$ cat src/rtl/rhythm_pkg.sv
// Shared types and constants for the DFJK rhythm-game chart path.
package rhythm_pkg;

  localparam int unsigned CHART_ADDR_W     = 25;
  localparam int unsigned CHART_FIFO_DEPTH = 16;
  localparam logic [CHART_ADDR_W-1:0] CHART_BASE_ADDR = 25'h0100000;
  localparam logic [15:0] CHART_END = 16'hFFFF;

  typedef enum logic [1:0] {
    TAP        = 2'd0,
    HOLD_START = 2'd1,
    HOLD_END   = 2'd2,
    RSVD       = 2'd3
  } note_kind_e;

  typedef struct packed {
    logic [15:0] hit_time;
    logic [1:0]  lane;
    note_kind_e  kind;
  } note_rec_t;

  typedef enum logic [2:0] {
    ST_IDLE  = 3'd0,
    ST_REQ0  = 3'd1,
    ST_REQ1  = 3'd2,
    ST_PUSH  = 3'd3,
    ST_DONE  = 3'd4,
    ST_FLUSH = 3'd5
  } fetch_state_e;

  // Assemble a record from word0 (time) and the low nibble of word1.
  function automatic note_rec_t make_rec(input logic [15:0] w0, input logic [3:0] w1_lo);
    note_rec_t r;
    r.hit_time = w0;
    r.lane     = w1_lo[1:0];
    r.kind     = note_kind_e'(w1_lo[3:2]);
    return r;
  endfunction

endpackage

$ cat src/rtl/chart_fetcher_if.sv
// SDRAM arbiter requester port: level rd/addr held until a one-cycle ac.
interface chart_fetcher_if
  import rhythm_pkg::*;
#(
  parameter int unsigned ADDR_W = CHART_ADDR_W
);

  logic              sdram_rd;
  logic [ADDR_W-1:0] sdram_addr;
  logic              sdram_Wait;
  logic              sdram_ac;
  logic [15:0]       sdram_data;

  modport master (
    output sdram_rd, sdram_addr,
    input  sdram_Wait, sdram_ac, sdram_data
  );

  modport slave (
    input  sdram_rd, sdram_addr,
    output sdram_Wait, sdram_ac, sdram_data
  );

endinterface

$ cat src/rtl/chart_fetcher_fifo.sv
// First-word-fall-through FIFO of note records; flush has priority.
// Output data reads as zero while empty.
module chart_fifo
  import rhythm_pkg::*;
#(
  parameter int unsigned DEPTH = CHART_FIFO_DEPTH
) (
  input  logic                   clk,
  input  logic                   rst_n,
  input  logic                   push,
  input  logic                   pop,
  input  logic                   flush,
  input  note_rec_t              wdata,
  output note_rec_t              rdata,
  output logic                   full,
  output logic                   empty,
  output logic [$clog2(DEPTH):0] count
);

  localparam int unsigned PTR_W = $clog2(DEPTH);
  localparam int unsigned CNT_W = PTR_W + 1;

  note_rec_t        mem_q [DEPTH];
  logic [PTR_W-1:0] wr_ptr_q, wr_ptr_d;
  logic [PTR_W-1:0] rd_ptr_q, rd_ptr_d;
  logic [CNT_W-1:0] cnt_q, cnt_d;
  logic             do_push, do_pop;

  // Pointer/count update; pop on empty is ignored, push accepted if a slot frees this cycle.
  always_comb begin
    do_pop   = pop && (cnt_q != '0);
    do_push  = push && ((cnt_q != CNT_W'(DEPTH)) || do_pop);
    wr_ptr_d = wr_ptr_q;
    rd_ptr_d = rd_ptr_q;
    cnt_d    = cnt_q;
    if (flush) begin
      wr_ptr_d = '0;
      rd_ptr_d = '0;
      cnt_d    = '0;
    end else begin
      if (do_push) wr_ptr_d = wr_ptr_q + PTR_W'(1);
      if (do_pop)  rd_ptr_d = rd_ptr_q + PTR_W'(1);
      if (do_push && !do_pop) cnt_d = cnt_q + CNT_W'(1);
      if (!do_push && do_pop) cnt_d = cnt_q - CNT_W'(1);
    end
  end

  // Pointer and occupancy registers.
  always_ff @(posedge clk or negedge rst_n) begin
    if (!rst_n) begin
      wr_ptr_q <= '0;
      rd_ptr_q <= '0;
      cnt_q    <= '0;
    end else begin
      wr_ptr_q <= wr_ptr_d;
      rd_ptr_q <= rd_ptr_d;
      cnt_q    <= cnt_d;
    end
  end

  // Record storage.
  always_ff @(posedge clk) begin
    if (do_push && !flush) mem_q[wr_ptr_q] <= wdata;
  end

  assign empty = (cnt_q == '0);
  assign full  = (cnt_q == CNT_W'(DEPTH));
  assign count = cnt_q;
  assign rdata = empty ? '0 : mem_q[rd_ptr_q];

endmodule

$ cat src/rtl/chart_fetcher.sv
// Chart fetcher: streams 2-word note records from SDRAM into a prefetch FIFO
// until the end-of-chart sentinel. Optional stats outputs (rec_count,
// underrun) are built when CHART_FETCH_STATS_EN is defined.
module chart_fetcher
  import rhythm_pkg::*;
#(
  parameter int unsigned       ADDR_W     = CHART_ADDR_W,
  parameter logic [ADDR_W-1:0] BASE_ADDR  = ADDR_W'(CHART_BASE_ADDR),
  parameter int unsigned       FIFO_DEPTH = CHART_FIFO_DEPTH
) (
  input  logic                   clk,
  input  logic                   reset_n,
  input  logic                   start,
  chart_fetcher_if.master        bus,
  output logic                   busy,
  output logic                   note_valid,
  input  logic                   note_rd,
  output logic [15:0]            note_time,
  output logic [1:0]             note_lane,
  output logic [1:0]             note_kind,
  output logic                   chart_done
`ifdef CHART_FETCH_STATS_EN
  ,
  output logic [15:0]            rec_count,
  output logic                   underrun
`endif
);

  localparam int unsigned CNT_W = $clog2(FIFO_DEPTH) + 1;

  fetch_state_e      state_q, state_d;
  logic              rd_q, rd_d;
  logic [ADDR_W-1:0] addr_q, addr_d;
  logic [15:0]       word0_q, word0_d;
  logic [3:0]        word1_q, word1_d;
  logic              done_q, done_d;
  logic              ac_hit_c, restart_c, push_c, flush_c;
  logic              fifo_full, fifo_empty;
  logic [CNT_W-1:0]  fifo_count;
  note_rec_t         head_rec;

  assign ac_hit_c = rd_q && bus.sdram_ac;

  // Restart: start while no request is in flight, or the ac that closes a discarded request.
  always_comb begin
    restart_c = 1'b0;
    unique case (state_q)
      ST_IDLE, ST_DONE, ST_PUSH: restart_c = start;
      ST_REQ0, ST_REQ1:          restart_c = start && (!rd_q || bus.sdram_ac);
      ST_FLUSH:                  restart_c = ac_hit_c;
      default:                   restart_c = 1'b0;
    endcase
  end

  // State and datapath registers.
  always_ff @(posedge clk or negedge reset_n) begin
    if (!reset_n) begin
      state_q <= ST_IDLE;
      rd_q    <= 1'b0;
      addr_q  <= BASE_ADDR;
      word0_q <= '0;
      word1_q <= '0;
      done_q  <= 1'b0;
    end else begin
      state_q <= state_d;
      rd_q    <= rd_d;
      addr_q  <= addr_d;
      word0_q <= word0_d;
      word1_q <= word1_d;
      done_q  <= done_d;
    end
  end

  // Next-state logic.
  always_comb begin
    state_d = state_q;
    if (restart_c) begin
      state_d = ST_REQ0;
    end else begin
      unique case (state_q)
        ST_REQ0: begin
          if (start)         state_d = ST_FLUSH;
          else if (ac_hit_c) state_d = (bus.sdram_data == CHART_END) ? ST_DONE : ST_REQ1;
        end
        ST_REQ1: begin
          if (start)         state_d = ST_FLUSH;
          else if (ac_hit_c) state_d = ST_PUSH;
        end
        ST_PUSH: state_d = ST_REQ0;
        default: state_d = state_q;
      endcase
    end
  end

  // Request, address, word latch and FIFO control; a raised rd holds until ac.
  always_comb begin
    rd_d    = rd_q;
    addr_d  = addr_q;
    word0_d = word0_q;
    word1_d = word1_q;
    done_d  = done_q;
    push_c  = 1'b0;
    flush_c = 1'b0;
    if (restart_c) begin
      flush_c = 1'b1;
      rd_d    = 1'b0;
      addr_d  = BASE_ADDR;
      done_d  = 1'b0;
    end else begin
      unique case (state_q)
        ST_REQ0: begin
          if (!start) begin
            if (ac_hit_c) begin
              word0_d = bus.sdram_data;
              addr_d  = addr_q + ADDR_W'(1);
              rd_d    = 1'b0;
              done_d  = (bus.sdram_data == CHART_END);
            end else if (!rd_q && !bus.sdram_Wait && (fifo_count < CNT_W'(FIFO_DEPTH))) begin
              rd_d = 1'b1;
            end
          end
        end
        ST_REQ1: begin
          if (!start) begin
            if (ac_hit_c) begin
              word1_d = bus.sdram_data[3:0];
              addr_d  = addr_q + ADDR_W'(1);
              rd_d    = 1'b0;
            end else if (!rd_q && !bus.sdram_Wait) begin
              rd_d = 1'b1;
            end
          end
        end
        ST_PUSH: push_c = !fifo_full;
        default: ;
      endcase
    end
  end

  chart_fifo #(
    .DEPTH (FIFO_DEPTH)
  ) u_fifo (
    .clk   (clk),
    .rst_n (reset_n),
    .push  (push_c),
    .pop   (note_rd),
    .flush (flush_c),
    .wdata (make_rec(word0_q, word1_q)),
    .rdata (head_rec),
    .full  (fifo_full),
    .empty (fifo_empty),
    .count (fifo_count)
  );

  assign bus.sdram_rd   = rd_q;
  assign bus.sdram_addr = addr_q;
  assign busy           = rd_q;
  assign chart_done     = done_q;
  assign note_valid     = !fifo_empty;
  assign note_time      = head_rec.hit_time;
  assign note_lane      = head_rec.lane;
  assign note_kind      = head_rec.kind;

`ifdef CHART_FETCH_STATS_EN
  logic [15:0] rec_count_q, rec_count_d;
  logic        underrun_q, underrun_d;

  // Saturating push counter and sticky empty-pop flag, both cleared by start.
  always_comb begin
    rec_count_d = rec_count_q;
    underrun_d  = underrun_q;
    if (start) begin
      rec_count_d = '0;
      underrun_d  = 1'b0;
    end else begin
      if (push_c && (rec_count_q != 16'hFFFF)) rec_count_d = rec_count_q + 16'd1;
      if (note_rd && fifo_empty)               underrun_d  = 1'b1;
    end
  end

  // Stats registers.
  always_ff @(posedge clk or negedge reset_n) begin
    if (!reset_n) begin
      rec_count_q <= '0;
      underrun_q  <= 1'b0;
    end else begin
      rec_count_q <= rec_count_d;
      underrun_q  <= underrun_d;
    end
  end

  assign rec_count = rec_count_q;
  assign underrun  = underrun_q;
`endif

endmodule

$ cat src/flat_wrapper.sv
// flat-port wrapper written by rule: the top's interface ports become plain ports
module chart_fetcher_flat import rhythm_pkg::*;
#(
  parameter int unsigned       ADDR_W     = CHART_ADDR_W,
  parameter logic [ADDR_W-1:0] BASE_ADDR  = ADDR_W'(CHART_BASE_ADDR),
  parameter int unsigned       FIFO_DEPTH = CHART_FIFO_DEPTH
)
  (clk, reset_n, start, busy, note_valid, note_rd, note_time, note_lane, note_kind, chart_done, bus_sdram_rd, bus_sdram_addr, bus_sdram_Wait, bus_sdram_ac, bus_sdram_data);
  chart_fetcher_if #(.ADDR_W(ADDR_W)) bus_i ();
  input  logic clk;
  input  logic reset_n;
  input  logic start;
  output logic busy;
  output logic note_valid;
  input  logic note_rd;
  output logic [15:0] note_time;
  output logic [1:0] note_lane;
  output logic [1:0] note_kind;
  output logic chart_done;
  output wire logic [$bits(bus_i.sdram_rd)-1:0] bus_sdram_rd;
  output wire logic [$bits(bus_i.sdram_addr)-1:0] bus_sdram_addr;
  input wire logic [$bits(bus_i.sdram_Wait)-1:0] bus_sdram_Wait;
  input wire logic [$bits(bus_i.sdram_ac)-1:0] bus_sdram_ac;
  input wire logic [$bits(bus_i.sdram_data)-1:0] bus_sdram_data;
  assign bus_sdram_rd = bus_i.sdram_rd;
  assign bus_sdram_addr = bus_i.sdram_addr;
  assign bus_i.sdram_Wait = bus_sdram_Wait;
  assign bus_i.sdram_ac = bus_sdram_ac;
  assign bus_i.sdram_data = bus_sdram_data;
  chart_fetcher #(.ADDR_W(ADDR_W), .BASE_ADDR(BASE_ADDR), .FIFO_DEPTH(FIFO_DEPTH)) u_core (.clk(clk), .reset_n(reset_n), .start(start), .bus(bus_i), .busy(busy), .note_valid(note_valid), .note_rd(note_rd), .note_time(note_time), .note_lane(note_lane), .note_kind(note_kind), .chart_done(chart_done));
endmodule
$ cat config.mk
export PLATFORM = sky130hd
export DESIGN_NAME = chart_fetcher_flat
export DESIGN_NICKNAME = d
export VERILOG_FILES = /design/src/rtl/rhythm_pkg.sv /design/src/rtl/chart_fetcher_if.sv /design/src/rtl/chart_fetcher_fifo.sv /design/src/rtl/chart_fetcher.sv /design/src/flat_wrapper.sv
export SDC_FILE = /design/constraint.sdc
export NUM_CORES = 1
export LEC_CHECK = 0
export BUFFER_PORTS_ARGS = -buffer_cell sky130_fd_sc_hd__buf_2
export CAP_MARGIN = 15
export CORE_UTILIZATION = 45
export DETAILED_ROUTE_END_ITERATION = 16
export GPL_TIMING_DRIVEN = 1
export PLACE_DENSITY = 0.69
export RECOVER_POWER = 25
export SYNTH_ARGS = -nofsm -noshare
export SYNTH_HDL_FRONTEND = slang
export SYNTH_SLANG_ARGS = --single-unit
$ cat constraint.sdc
create_clock -name clk -period 7.7 [get_ports clk]
set_input_delay 1.54 -clock clk [delete_from_list [all_inputs] [get_ports clk]]
set_output_delay 1.54 -clock clk [all_outputs]
set_load 0.005 [all_outputs]
# == Yosys cells after proc, flatten, opt, wreduce, memory -nomap -nowiden ==
# Memories as Yosys holds them, arrays and structs flattened.
# Index checks and enable logic that the tools add are counted.
# op_classes
add_sub_neg,5
magnitude_cmp,1
eq_ne,15
mux,37
bitwise,2
n_reduce_logical,37
# op_table
op,n
25-bit two-way mux,4
"25-bit by 1-bit adder with 25-bit output, second input constant",1
20-bit two-way mux,1
3-bit two-way mux,6
"16-bit equality test, second input constant",1
1-bit two-way mux,16
4-bit two-way mux,4
5-bit two-way mux,3
2-bit nonzero test,5
1-bit logical AND,9
3-bit case mux with 3 select lines,1
3-bit AND reduction,3
"4-bit by 1-bit adder with 4-bit output, second input constant",2
"4-bit by 1-bit inequality test with 1-bit output, second input constant",2
"4-bit by 2-bit inequality test with 1-bit output, second input constant",2
4-bit AND reduction,2
1-bit logical NOT,7
"3-bit by 2-bit equality test with 1-bit output, second input constant",2
"3-bit equality test, second input constant",2
"3-bit by 2-bit inequality test with 1-bit output, second input constant",2
3-bit nonzero test,2
"5-bit by 1-bit adder with 5-bit output, second input constant",1
"5-bit equality test, second input constant",1
5-bit logical NOT,1
15 further kinds,17
# totals
register_bits,63
ramBits,320
in_bits,22
out_inout_bits,49
elab_cells,107
memories,1
# memory_table
memory,words,word_bits,read_ports,rd_ports_with_merged_regs,write_ports,line,rtl
u_core.u_fifo.mem_q,16,20,1,0,1,chart_fetcher_fifo.sv:23,note_rec_t mem_q [DEPTH];

# == Logic depth before layout (Yosys ltp) ==
# Gate-level depths: netlist of the first run.
# logic_depth
word_depth,10
ltp_mapped,15
mapped_depth_nobuf,12

# == By module ==
# Synthesis of the first run repeated with hierarchy kept, for this count alone.
# unflattened
hier_cells,888
hier_area_um2,16120.5
# by_module_without_submodules
mod,n_inst,cells_each,area_each_um2
chart_fifo,1,610,13158.9
chart_fetcher,1,278,2961.6

# == Worst setup path before layout of the first run ==
# OpenSTA, ideal clock, no wires.
# synth_timing
path_type,input-to-reg
from,input port start
to,memory u_core.u_fifo.mem_q[0][0] in the netlist's numbering (enable)
arrival_time_ps,3828
required_ps,7278
slack_ps,3450
stages,6
cell_sequence,inv_1 a311oi_1 nor3b_1 buf_2 nand2_1 nor3_1
# synth_between
elab_chain_len,7
elab_cells_between_ends,9
classes_between,mux (5); reduce/logical (4)
# synth_rtl
element,line,rtl
from (decl),flat_wrapper.sv:12,input logic start;
1-bit logical AND,chart_fetcher.sv:49,"ST_REQ0, ST_REQ1: restart_c = start && (!rd_q || bus.sdram_ac);"
1-bit case mux with 3 select lines *,chart_fetcher.sv:47,unique case (state_q)
1-bit two-way mux,chart_fetcher.sv:104,if (restart_c) begin
1-bit logical AND / 1-bit logical NOT (equally long branches),"chart_fetcher_fifo.sv:32, chart_fetcher_fifo.sv:63",
1-bit logical AND *,chart_fetcher_fifo.sv:63,if (do_push && !flush) mem_q[wr_ptr_q] <= wdata;
1-bit two-way mux *,chart_fetcher_fifo.sv:63,
1-bit two-way mux (not written as such) *,chart_fetcher_fifo.sv:63,
to (decl),chart_fetcher_fifo.sv:23,
# Every way passes the cells marked *; elsewhere a longest branch is shown, timed or not.

# == Final worst setup path of the first run ==
# layout_timing
from,register u_core.u_fifo.cnt_q[1] (netlist: u_core.u_fifo.count[1])
to,output port note_time[14]
# layout_between
elab_chain_len,2
# layout_rtl
element,line,rtl
from (decl),chart_fetcher_fifo.sv:26,"logic [CNT_W-1:0] cnt_q, cnt_d;"
from (signal assigned),chart_fetcher_fifo.sv:57,cnt_q <= cnt_d;
5-bit logical NOT,chart_fetcher_fifo.sv:66,assign empty = (cnt_q == '0);
20-bit two-way mux,chart_fetcher_fifo.sv:69,assign rdata = empty ? '0 : mem_q[rd_ptr_q];
to (decl),flat_wrapper.sv:16,output logic [15:0] note_time;
# Every way passes these cells.

==> impl_metrics.py, run 1 <==
metrics = {
    "logic_synthesis": {
        "ys_async_sr_fraction_pct": 16.4,
        "synth.top_cell.area_share_pct": 62.1,
        "netlist_area_sq_mm": 0.0155,
        "synth_area_leaders": "edfxtp_1, mux4_2, dfrtp_1, mux2i_1, mux2_2",
        "yosys_warnings": 0,
        "syn_nets": 878,
        "ys_types": 51,
        "yosys_register_bits": 383,
        "yosysSeqAreaShare_pct": 72.3,
        "syn_inst": 846,
        "synthFlopType": "edfxtp_1",
        "yosysMostFrequentCell": "edfxtp_1",
        "avgSynthCellArea_sq_um": 18.3,
        "yosys.area.top_type": "edfxtp_1",
        "synth.top_cells.by_count": "edfxtp_1, mux4_2, dfrtp_1, mux2i_1, a21oi_1",
        "synth_edf_count": 320,
    },
    "die": {
        "num_rows": 67,
        "die_width_microns": 187,
        "io_pins": 71,
        "design.core.area_sq_mm": 0.0337,
        "dieArea_sq_mm": 0.0351,
        "die_y_microns": 187,
        "start_util_pct": 45.9,
    },
    "sta": {
        "finClkSkew_ps": 24.6,
        "grt_setup_unrepaired": "no",
        "setup_tns_ps": 0,
        "setup-violations-final": 0,
        "fin_crit_sh_pct": 61.8,
        "max_freq_ghz": 0.210,
        "worst_slew_margin_rel_pct": 17.7,
        "hold_viol": 0,
        "tightest_slew_ps": 1230,
        "slew_viol_final": 0,
        "holdWs_ps": 537,
        "post-route-min-period_ps": 4760,
    },
    "placed_design": {
        "port-buffer-count": 70,
        "post-dp-hpwl_microns": 18900,
        "gp_congestion": 0.752,
    },
    "drt": {
        "avgRoutedWirePerCell_microns": 23.0,
        "initialDrtViolationCount": 695,
        "drc_errors": 0,
        "firstDrtPassIters": 5,
        "vias": 8178,
        "wirelength_microns": 32500,
        "vias_per_cell": 5.78,
        "antenna_left": 0,
    },
    "clock_network": {
        "postCtsHoldBufs": 0,
        "clk_latency_ps": 530,
        "numCtsBuffers": 39,
        "cts_setup_buffers": 0,
        "htreeDepth": 2,
        "cts_tree": "yes",
        "cts_max_path_buffers": 3,
        "ctsResizeCount": 0,
        "numClockSinks": 383,
        "clockRootBuffer": "clkbuf_16",
        "clk_pin_slew_ps": 60,
    },
    "setup_path": {
        "worstSetupStartpointType": "flop",
        "reg2reg_depth": 12,
        "arrival_ps": 3220,
        "critical_path_class": "flop to output pin",
        "ff2ff_setup_slack_ps": 4280,
        "cp-startpoint": "u_core.u_fifo.count[1]",
        "crit_required_ps": 6160,
        "cp-end-kind": "output pin",
        "rr_startpoint": "u_core.state_q[0]",
        "cp_max_fo": 20,
    },
    "pwr": {
        "p_sw_share_pct": 28.7,
        "comb_power_share_pct": 20.6,
        "p_switching_uw": 1710,
        "power_density_mw_per_mm2": 336,
        "intPower_uw": 4230,
        "clkPwrFrac_pct": 30.2,
        "irDropWorstVdd_uv": 169,
        "p_leak_uw": 0.00597,
        "pwr-share-seq_pct": 49.2,
    },
    "finish": {
        "final_net_count": 967,
        "drive_above_1_share_pct": 28.0,
        "syn2layout_area_growth_pct": 14.1,
        "fillCellCount": 2715,
    },
    "worst_hold_path": {
        "holdPathStages": 2,
        "hold_class": "flop to flop",
        "worstHoldStart": "u_core.chart_done",
    },
    "grt": {
        "grt_pass1_wl_microns": 49500,
        "antenna_found_initial": 6,
        "grt_max_degree": 64,
        "grt_usage_pct": 18.6,
        "grt_pass1_vias": 8245,
        "grt-ovfl-total": 0,
    },
    "job": {
        "cap_violations": 0,
    },
    "run_status": {
        "status": "complete, no violations",
    },
}
stage by stage:
| stage | std cells | area [sq um] | utilization, % | setup slack, ps | power [uW] |
|---|---|---|---|---|---|
| after floorplan | 846 | 15500 | - | 3450 | 3730 |
| after global placement | 1341 | 16400 | 48.7 | 2770 | 4180 |
| after detailed placement | 1342 | 16400 | 48.7 | 3430 | 4210 |
| after CTS | 1414 | 17600 | 52.3 | 2900 | 5990 |
| after global routing | 1415 | 17600 | 52.3 | 2760 | 6190 |
| final | 1416 | 17600 | 52.3 | 2940 | 5930 |
worst paths after layout:
| kind | endpoint |
|---|---|
| worst max-delay path | note_time[14] |
| worst min-delay path | u_core.chart_done |
| worst max register to register | u_core.u_fifo.count[4] |
| worst min register to register | u_core.chart_done |
| max in group asynchronous | u_core.u_fifo.rd_ptr_q[1] |
| min in group asynchronous | u_core.bus.sdram_addr[15] |
layer usage:
layer / track usage, % / vias to the layer above / part of all wire (%)
li1: - / 3607 / -
met1: 26.4 / 4248 / 44
met2: 29.7 / 265 / 48
met3: 3.73 / 50 / 6.5
met4: 4.82 / 8 / 1.9
met5: 0 / - / 0.11
worst max-delay path: stages (launching register included):
cell,delay (ps)
dfrtp_1,450
nor4_1,520
nand2_1,220
nand2_1,940
o22ai_1,330
buf_2,230
flip-flops by register name (all words and copies together), names as in the netlist:
name and cells:
u_core.bus.sdram_rd 1, u_core.word0_q 16, u_core.word1_q 4, u_core.u_fifo.rd_ptr_q 4, u_core.u_fifo.count 5, u_core.chart_done 1
u_core.u_fifo.wr_ptr_q 4, u_core.state_q 3, u_core.u_fifo.mem_q 320, u_core.bus.sdram_addr 25
placed cells by master (no fill, tap or decap), types with 5 or more instances in the layout:
| master | count |
|---|---|
| and3_1 | 12 |
| nor2_1 | 23 |
| a21oi_1 | 32 |
| mux2_2 | 21 |
| nand4_1 | 9 |
| mux4_2 | 80 |
| nand2_1 | 27 |
| o31ai_1 | 10 |
| nand3_1 | 10 |
| clkinv_2 | 8 |
| clkbuf_16 | 40 |
| or4_1 | 11 |
| dfrtp_1 | 59 |
| or3_1 | 15 |
| o21ai_0 | 18 |
| mux2i_1 | 43 |
| o22ai_1 | 21 |
| buf_4 | 24 |
| ha_1 | 10 |
| inv_1 | 15 |
| clkbuf_1 | 11 |
| nor3_1 | 7 |
| buf_2 | 71 |
| clkbuf_8 | 5 |
| xor2_1 | 8 |
| edfxtp_1 | 320 |
area by class of cell:
cell class | count | area (sq um) | area share, %
inverter | 15 | 56.3 | 0.319
clock inverter | 16 | 118 | 0.667
tap | 448 | 561 | 3.18
timing repair buffer | 95 | 536 | 3.04
multi-input combinational | 401 | 4060 | 23.0
sequential | 383 | 11200 | 63.5
antenna | 2 | 5.00 | 0.0284
clock buffer | 56 | 1110 | 6.30
power groups by stage:
stage          clock [uW]  sequential (uW)  combinational [uW]
5_1_grt              1910             2950                1330
3_3_place_gp            0             2940                1230
4_1_cts              1830             2920                1250
6_report             1790             2920                1220
3_5_place_dp            0             2960                1250
2_1_floorplan           0             2760                 967
cells by family (layout without fill, tap and decap cells):
logic type                 Yosys count  in the layout  synth area share, %
DFF                                383            383                 72.3
other                                0              2                    0
buffers and inverters               62            182                 1.63
and+or+nand+nor                    140            140                 4.85
muxes                              144            144                 16.0
adders and majority gates           10             10                0.809
xor gates and xnor gates            11             11                0.623
AOI/OAI and AO/OA                   96             96                 3.79
Note: power is estimated with default switching activity, not from simulation.
==> inputs of run 2 (changes only) <==
PLACE_DENSITY = 0.72   (was 0.69)
clock period = 4 ns   (was 7.7 ns; I/O delays follow)
==> run 2 against run 1 <==
  * The run now ends with max-capacitance violations, max-slew violations left
  * Register-to-register slack worse by 3600 ps
  * Sequential power grew 92%
  * Clock-buffer cell count fell by 6
  * Hold slack got worse by 8.7 ps
  * Clock skew shrank 4.9 ps
  * First-iteration DRC count is 5.6% higher
  * Routed wire length grew 2.7%
  * Global-route usage increased by 0.65 points
  * Critical path type unchanged
  * Highest routed layer unchanged
==> impl_metrics.py, run 2 (synthesis results as in run 1) <==
metrics = {
    "setup_path": {
        "ff2ff_setup_slack_ps": 650,
        "rr_startpoint": "u_core.state_q[0]",
        "cp_max_fo": 41,
        "arrival_ps": 2640,
        "r2r_end": "u_core.u_fifo.count[4]",
        "critical_path_class": "flop to output pin",
        "crit_required_ps": 3200,
        "cp-end-kind": "output pin",
        "worstSetupStartpointType": "flop",
        "reg2reg_depth": 12,
    },
    "worst_hold_path": {
        "hold_class": "input pin to flop",
        "holdPathStages": 2,
        "hold_end": "u_core.word0_q[7]",
        "worstHoldStart": "bus_sdram_data[7]",
    },
    "grt": {
        "grt_max_degree": 61,
        "grt_usage_pct": 19.3,
        "grt_pass1_wl_microns": 50300,
        "grt_pass1_vias": 8283,
        "antenna_found_initial": 5,
        "grt-ovfl-total": 0,
    },
    "placed_design": {
        "gp_congestion": 0.838,
        "pre_cts_ws_ps": 594,
        "port-buffer-count": 70,
        "post-dp-hpwl_microns": 18700,
        "place_area_sq_mm": 0.0165,
    },
    "pwr": {
        "p_leak_uw": 0.00600,
        "power_density_mw_per_mm2": 647,
        "irDropWorstVdd_uv": 330,
    },
    "die": {
        "die_y_microns": 187,
        "die_width_microns": 187,
        "dieArea_sq_mm": 0.0351,
        "design.core.area_sq_mm": 0.0337,
        "num_rows": 67,
        "io_pins": 71,
        "start_util_pct": 45.9,
    },
    "finish": {
        "syn2layout_area_growth_pct": 14.8,
        "regArea_sq_mm": 0.0112,
        "fillCellCount": 2628,
        "drive_above_1_share_pct": 27.6,
        "largest_reg_flops": 320,
        "top_register": "u_core.u_fifo.mem_q",
        "final_net_count": 970,
        "final_common_cell": "edfxtp_1",
        "layout_common_cells": "edfxtp_1, mux4_2, buf_2, dfrtp_1, mux2i_1",
        "final_cell_area_sq_mm": 0.0178,
        "multiInputGateArea_sq_mm": 0.00406,
    },
    "clock_network": {
        "clockRootBuffer": "clkbuf_16",
        "clk_latency_ps": 540,
        "cts_tree": "yes",
        "postCtsHoldBufs": 0,
        "htreeDepth": 2,
        "ctsResizeCount": 0,
        "numClockSinks": 383,
        "cts_max_path_buffers": 3,
        "cts_setup_buffers": 0,
        "numCtsBuffers": 39,
        "clk_pin_slew_ps": 60,
    },
    "drt": {
        "vias": 8216,
        "firstDrtPassIters": 5,
        "wirelength_microns": 33400,
        "initialDrtViolationCount": 734,
        "drc_errors": 0,
        "avgRoutedWirePerCell_microns": 23.6,
        "antenna_left": 0,
        "vias_per_cell": 5.81,
    },
    "sta": {
        "finClkSkew_ps": 19.6,
        "post-route-min-period_ps": 3440,
        "setup_tns_ps": 0,
        "max_freq_ghz": 0.290,
        "grt_setup_unrepaired": "no",
        "tightest_slew_ps": 1550,
        "slew_viol_final": 29,
        "hold_viol": 0,
        "setup-violations-final": 0,
        "worst_slew_margin_rel_pct": -3.27,
        "finalWorstSetupSlack_ps": 557,
        "fin_crit_sh_pct": 86.1,
    },
    "job": {
        "cap_violations": 1,
    },
    "run_status": {
        "violations": "max-capacitance violations, max-slew violations",
        "status": "finished with violations",
    },
}
run 2: changes by cell type in the layout (fill, tap and decap cells not counted), sizes merged:
cell / before / now
buf: 95 / 97
bufinv: 1 / 3
clkbuf: 56 / 51
clkinv: 13 / 14
clkinvlp: 1 / 0
diode: 2 / 1
inv: 16 / 17
run 2: worst max-delay path, stage by stage, from the launching register on:
cell and delay [ps]:
dfrtp_4 710, buf_12 370, mux4_2 550, mux2i_1 170, o22ai_1 130, buf_2 160
run 2: worst max-delay path by stage:
stage | start | end | slack [ps] | depth (start not counted)
after floorplan | u_core.state_q[2] | u_core.u_fifo.mem_q[0][0] | 440 | 7
after global placement | start | u_core.u_fifo.count[4] | 710 | 13
after detailed placement | start | u_core.u_fifo.count[4] | 590 | 13
after CTS | u_core.u_fifo.rd_ptr_q[0] | note_time[0] | 470 | 5
after global routing | u_core.state_q[0] | u_core.u_fifo.count[4] | 340 | 12
final | u_core.u_fifo.rd_ptr_q[0] | note_time[3] | 560 | 5
run 2: routing by layer:
metal  vias up  GRT usage (%)  share of wire (%)
met5         -              0               0.13
li1       3622              -                  -
met1      4281           27.1                 44
met2       238           30.9                 48
met3        67           3.62                5.7
met4         8           5.57                2.1
run 2: area by class of cell:
| cell class | instances | share of cell area (%) |
|---|---|---|
| antenna | 1 | 0.0141 |
| clock buffer | 50 | 5.84 |
| clock inverter | 19 | 1.03 |
| inverter | 15 | 0.317 |
| multi-input combinational | 401 | 22.9 |
| sequential | 383 | 63.1 |
| tap | 448 | 3.16 |
| timing repair buffer | 98 | 3.71 |
run 2: where the power goes:
part / switching [uW] / internal [uW] / total [uW]
Clock: 1460 / 2030 / 3490
Sequential: 645 / 4950 / 5600
Combinational: 1180 / 1220 / 2400
run 2: stage by stage:
stage	power [uW]	hold slack (ps)	utilization, %	cells
after floorplan	7170	504	-	846
after global placement	8010	506	49.1	1345
after detailed placement	8090	522	49.1	1345
after CTS	11600	300	52.7	1414
after global routing	12000	522	52.7	1415
final	11500	528	52.7	1415
